$ cat src/rtl/multicycle_ctrl.sv
// multicycle_ctrl: multi-cycle sequencing FSM for the RV32I datapath.
// It fetches over a req/ack port, decodes the opcode class, and then
// sequences EXEC/MEM/WB with per-state enables for PC, IR, ALU, data
// memory and register file. Each memory wait is bounded by a timeout
// that raises bus_err and retries from FETCH.
// Optional feature: define PERF_CNT_EN to add the instret counter/port.
module multicycle_ctrl #(
    parameter int TIMEOUT = 16,
    parameter int CNT_W   = 32
) (
    input  logic             clk,
    input  logic             rst_n,
    input  logic [6:0]       opcode,
    input  logic             br_taken,
    output logic             imem_req,
    input  logic             imem_ack,
    output logic             dmem_req,
    output logic             dmem_we,
    input  logic             dmem_ack,
    output logic             ir_we,
    output logic             pc_we,
    output logic             pc_sel,
    output logic             alu_src,
    output logic [1:0]       alu_op,
    output logic             mem_to_reg,
    output logic             reg_we,
    output logic             illegal,
    output logic             bus_err
`ifdef PERF_CNT_EN
    ,
    output logic [CNT_W-1:0] instret
`endif
);

    // The timeout counter must hold TIMEOUT-1; a bad parameter set stops elaboration.
    if (TIMEOUT < 2 || CNT_W < 1) begin : g_bad_param
        $error("multicycle_ctrl: TIMEOUT must be >= 2 and CNT_W >= 1");
    end

    localparam int            TW       = $clog2(TIMEOUT + 1);
    localparam logic [TW-1:0] TMO_LAST = TW'(TIMEOUT - 1);

    typedef enum logic [2:0] {S_FETCH, S_DECODE, S_EXEC, S_MEM, S_WB} state_t;
    typedef enum logic [2:0] {C_R, C_I, C_LD, C_ST, C_BR} cls_t;

    state_t        state, state_nxt;
    cls_t          cls, dec_cls;
    logic          dec_legal;
    logic [TW-1:0] tmo_cnt;
    logic          waiting;
    logic          ack_in;
    logic          tmo_hit;
    logic [1:0]    cls_alu_op;
    logic          cls_alu_src;
    logic          cls_is_ld;

    // Opcode to instruction class; anything unrecognised retires as a NOP.
    always_comb begin
        dec_cls   = C_R;
        dec_legal = 1'b1;
        case (opcode)
            7'b0110011: dec_cls = C_R;
            7'b0010011: dec_cls = C_I;
            7'b0000011: dec_cls = C_LD;
            7'b0100011: dec_cls = C_ST;
            7'b1100011: dec_cls = C_BR;
            default:    dec_legal = 1'b0;
        endcase
    end

    // Class-derived ALU controls, held from EXEC through WB.
    always_comb begin
        cls_alu_op  = 2'b10;
        cls_alu_src = 1'b0;
        cls_is_ld   = 1'b0;
        case (cls)
            C_R:     begin cls_alu_op = 2'b10; cls_alu_src = 1'b0; end
            C_I:     begin cls_alu_op = 2'b10; cls_alu_src = 1'b1; end
            C_LD:    begin cls_alu_op = 2'b00; cls_alu_src = 1'b1; cls_is_ld = 1'b1; end
            C_ST:    begin cls_alu_op = 2'b00; cls_alu_src = 1'b1; end
            C_BR:    begin cls_alu_op = 2'b01; cls_alu_src = 1'b0; end
            default: begin cls_alu_op = 2'b10; cls_alu_src = 1'b0; end
        endcase
    end

    // Only the port the current state is waiting on can complete or time out;
    // an ack on the last allowed cycle counts as a normal completion.
    always_comb begin
        waiting = (state == S_FETCH) || (state == S_MEM);
        ack_in  = (state == S_FETCH) ? imem_ack : dmem_ack;
        tmo_hit = waiting && !ack_in && (tmo_cnt == TMO_LAST);
    end

    // State register, latched class, and timeout counter.
    always_ff @(posedge clk or negedge rst_n) begin
        if (!rst_n) begin
            state   <= S_FETCH;
            cls     <= C_R;
            tmo_cnt <= '0;
        end else begin
            state <= state_nxt;
            if (state == S_DECODE)
                cls <= dec_cls;
            // Any entry into FETCH/MEM (including the retry self-loop) restarts the count.
            if (state_nxt != state || tmo_hit)
                tmo_cnt <= '0;
            else if (waiting)
                tmo_cnt <= tmo_cnt + 1'b1;
        end
    end

    // Next-state logic.
    always_comb begin
        state_nxt = state;
        case (state)
            S_FETCH: begin
                if (imem_ack)
                    state_nxt = S_DECODE;
            end
            S_DECODE: state_nxt = dec_legal ? S_EXEC : S_FETCH;
            S_EXEC: begin
                case (cls)
                    C_BR:       state_nxt = S_FETCH;
                    C_LD, C_ST: state_nxt = S_MEM;
                    default:    state_nxt = S_WB;
                endcase
            end
            S_MEM: begin
                if (dmem_ack)
                    state_nxt = (cls == C_ST) ? S_FETCH : S_WB;
                else if (tmo_hit)
                    state_nxt = S_FETCH;
            end
            S_WB:    state_nxt = S_FETCH;
            default: state_nxt = S_FETCH;
        endcase
    end

    // Outputs; forced to 0 while reset is asserted so an abort issues no enables.
    always_comb begin
        imem_req   = 1'b0;
        dmem_req   = 1'b0;
        dmem_we    = 1'b0;
        ir_we      = 1'b0;
        pc_we      = 1'b0;
        pc_sel     = 1'b0;
        alu_src    = 1'b0;
        alu_op     = 2'b00;
        mem_to_reg = 1'b0;
        reg_we     = 1'b0;
        illegal    = 1'b0;
        bus_err    = 1'b0;
        if (rst_n) begin
            case (state)
                S_FETCH: begin
                    imem_req = 1'b1;
                    ir_we    = imem_ack;
                    bus_err  = tmo_hit;
                end
                S_DECODE: begin
                    if (!dec_legal) begin
                        illegal = 1'b1;
                        pc_we   = 1'b1;
                    end
                end
                S_EXEC: begin
                    alu_op     = cls_alu_op;
                    alu_src    = cls_alu_src;
                    mem_to_reg = cls_is_ld;
                    if (cls == C_BR) begin
                        pc_we  = 1'b1;
                        pc_sel = br_taken;
                    end
                end
                S_MEM: begin
                    alu_op     = cls_alu_op;
                    alu_src    = cls_alu_src;
                    mem_to_reg = cls_is_ld;
                    dmem_req   = 1'b1;
                    dmem_we    = (cls == C_ST);
                    pc_we      = dmem_ack && (cls == C_ST);
                    bus_err    = tmo_hit;
                end
                S_WB: begin
                    alu_op     = cls_alu_op;
                    alu_src    = cls_alu_src;
                    mem_to_reg = cls_is_ld;
                    reg_we     = 1'b1;
                    pc_we      = 1'b1;
                end
                default: ;
            endcase
        end
    end

`ifdef PERF_CNT_EN
    // Retired-instruction counter: one count per PC update, wrapping.
    always_ff @(posedge clk or negedge rst_n) begin
        if (!rst_n)
            instret <= '0;
        else if (pc_we)
            instret <= instret + 1'b1;
    end
`endif

endmodule
$ cat config.mk
export PLATFORM = sky130hd
export DESIGN_NAME = multicycle_ctrl
export DESIGN_NICKNAME = d
export VERILOG_FILES = /design/src/rtl/multicycle_ctrl.sv
export SDC_FILE = /design/constraint.sdc
export NUM_CORES = 1
export LEC_CHECK = 0
export ABC_AREA = 1
export BUFFER_PORTS_ARGS = -buffer_cell sky130_fd_sc_hd__buf_4
export CORE_MARGIN = 4
export CORE_UTILIZATION = 40
export DETAILED_ROUTE_END_ITERATION = 10
export GPL_TIMING_DRIVEN = 0
export PLACE_DENSITY_LB_ADDON = 0.15
export SLEW_MARGIN = 20
export SYNTH_ARGS = -nofsm -noshare
export SYNTH_HDL_FRONTEND = slang
export SYNTH_SLANG_ARGS = --single-unit
$ cat constraint.sdc
create_clock -name clk -period 1.7 [get_ports clk]
set_input_delay 0.085 -clock clk [delete_from_list [all_inputs] [get_ports clk]]
set_output_delay 0.085 -clock clk [all_outputs]
set_load 0.01 [all_outputs]
==> results.cfg <==
[setup_path]
end_kind = output port
slowest_stage = dfrtp_2
cp-start-kind = flip-flop
crit_top_cell = nand2_1
crit_required_ns = 1.62
slowest_delay_ns = 0.45
crit_chain = nor2_2 > nand2_1 > nand2_1 > nand2_1 > nor4_2 > buf_4
critPathLaunch = state[1]
rr_worst_depth = 10
timing.rr.end = tmo_cnt[4]
endpoint = mem_to_reg
ff2ff_setup_slack_ns = 0.15
arrival_ns = 1.53
crit_type = reg2out
reg2reg_from = tmo_cnt[1]
critPathMaxFanout = 6

[sta]
fin_crit_sh_pct = 94.9
worstMarginPinSlew_ns = 0.279
clock.fmax_mhz = 620
fin_crit_ns = 1.61
hold_viol = 0
clock-skew-final_ns = 0.000668
finalWorstSetupSlack_ns = 0.0862
grt_setup_unrepaired = true
setup_viol = 0
fin_tns_setup_ns = 0
slew_violations = 0
slew_headroom_pct = 81.3

[floorplanning]
die_area_mm2 = 0.00276
ios = 25
num_rows = 15
coreArea_mm2 = 0.00180
initial_utilization_pct = 44.0
die_w_um = 52.5
die_h_um = 52.5

[layout]
diodes = 0
final_cells = 164
area_growth_pct = 39.1
final_core_util_pct = 61.3
post_route_cells_drive_above_1_share_pct = 41.7
nets = 154

[yosys]
synth_area_leader_cell = dfrtp_1
ys_seq_area_share_pct = 34.7
synth_top_cell_area_share_pct = 34.7
syn_area_um2 = 793
synthArstFlopShare_pct = 100
synth_warnings = 0
synth.ff_latch_count = 11
syn_nets = 121
synth_area_leaders = dfrtp_1 (35%), nand2_1 (10%), inv_1 (7.6%), nor2_1 (7.1%), nor3_2 (6.3%)
synth_top_flop_cell = dfrtp_1
synth_edf_count = 0
synth_cell_types = 23
syn_area_per_cell_um2 = 7.41
synthCells = 107

[grt]
grt_max_degree = 15
grt_pass1_vias = 752
grt_usage_pct = 15.2
overflow = 0
grt_pass1_wl_um = 3140
antenna_found_initial = 0

[power_and_ir_drop]
p_per_area_mw_per_mm2 = 650
vdd_drop_max_v = 0.000657
p_leak_nw = 0.546
power_mw = 0.717

[drt]
drtAntennaViolNets = 0
drtIter0Drc = 12
firstDrtPassIters = 4
vias = 812
post-route-drc-count = 0
viasPerCell = 4.95
wl_per_cell_um = 11.1
wl_um = 1830

[place]
dpl.cell_count = 156
place_ws_ns = 0.0826
gp_congestion = 0.838
place.port_buffers = 24
dp_hpwl_um = 1440

[clock_network]
clock_sinks = 11
clockRootBuffer = clkbuf_4
htree_levels = 1
clk_pin_slew_ns = 0.07
numCtsBuffers = 3
cts_tree = done
ctsLongestPathBuffers = 2
worstSkewPairLatency_ns = 0.27

[status]
status = complete, no violations

[min_path]
hp-class = in2reg

[run]
maxCapViolations = 0
## worst min-delay path by stage
stage | start | endpoint | slack (ns) | cells after the start
floorplan | rst_n | cls[0] | -0.21 | 0
global placement | rst_n | state[0] | -0.06 | 1
detailed placement | rst_n | state[0] | -0.06 | 1
CTS | opcode[4] | cls[1] | 0.008 | 2
global route | opcode[4] | cls[1] | 0.02 | 2
finish | opcode[4] | cls[1] | 0.02 | 2
## Yosys cell counts, types with 2 or more instances
master	number
dfrtp_1	11
ha_1	2
inv_1	16
nand2_1	22
nand2_2	3
nand3_1	8
nand3_2	4
nand3b_1	2
nand4_1	3
nor2_1	15
nor2_2	2
nor3_1	3
nor3_2	5
o22ai_1	2
## metrics by stage
step / hold WS, ns / instance area, µm²
3_5_place_dp: -0.0619 / 1000
2_1_floorplan: -0.211 / 793
3_3_place_gp: -0.0558 / 1000
4_1_cts: 0.00786 / 1050
5_1_grt: 0.0226 / 1100
6_report: 0.0161 / 1100
## report_power, final
part / total [mW] / switching (mW) / internal (mW)
combinational: 0.216 / 0.109 / 0.107
sequential: 0.321 / 0.0270 / 0.294
clock: 0.180 / 0.0931 / 0.0871
## layer usage
layer / up-vias / GRT usage, % / wire [µm]
met3: 2 / 5.13 / 131
met1: 370 / 20.3 / 807
met4: 0 / 2.13 / 9
li1: 417 / - / -
met5: - / 0 / 0
met2: 23 / 24.2 / 878
## sequential cells by signal, indices dropped and copies added, names as in the netlist
| signal | count |
|---|---|
| tmo_cnt | 5 |
| cls | 3 |
| state | 3 |
## cells by family (layout without fill, tap and decap cells)
logic type / count (synthesis) / in the layout / synth area share (%)
simple gates: 70 / 70 / 47.6
buf+inv: 17 / 49 / 8.04
flops: 11 / 11 / 34.7
compound gates: 5 / 5 / 4.26
fa+ha+maj: 2 / 2 / 3.15
xor+xnor: 2 / 2 / 2.21
## critical path: cells and delay by family, from the launching register on
kind | cells | cell delay [ns]
buffers and inverters | 1 | 0.17
AND/OR/NAND/NOR | 5 | 0.65
flip-flops | 1 | 0.45
## area by class of cell
class                   count  area [µm²]
clock buffers               3        22.5
clock inverters             1        5.00
fillers                   177         698
inverters                  17        63.8
multi-input cells          79         490
flip-flops and latches     11         278
well taps                  25        31.3
repair buffers             28         213
## cells in the final DEF, fill, tap and decap left out, types with 4 or more instances in the layout
cell type / instances
nand2_1: 21
nor3_2: 6
nand2_2: 4
inv_1: 16
nand3_1: 8
buf_4: 27
dfrtp_1: 9
nor2_2: 4
nor2_1: 13
## timing repair
action | in CTS | in global routing
pin swaps | 0 | 1
hold endpoints to repair | 11 | 0
gates resized for setup | 0 | 11
buffers inserted | 1 | 2
endpoints found under the setup margin | 1 | 9
hold buffers | 1 | 0
(Power assumes the default switching activity.)
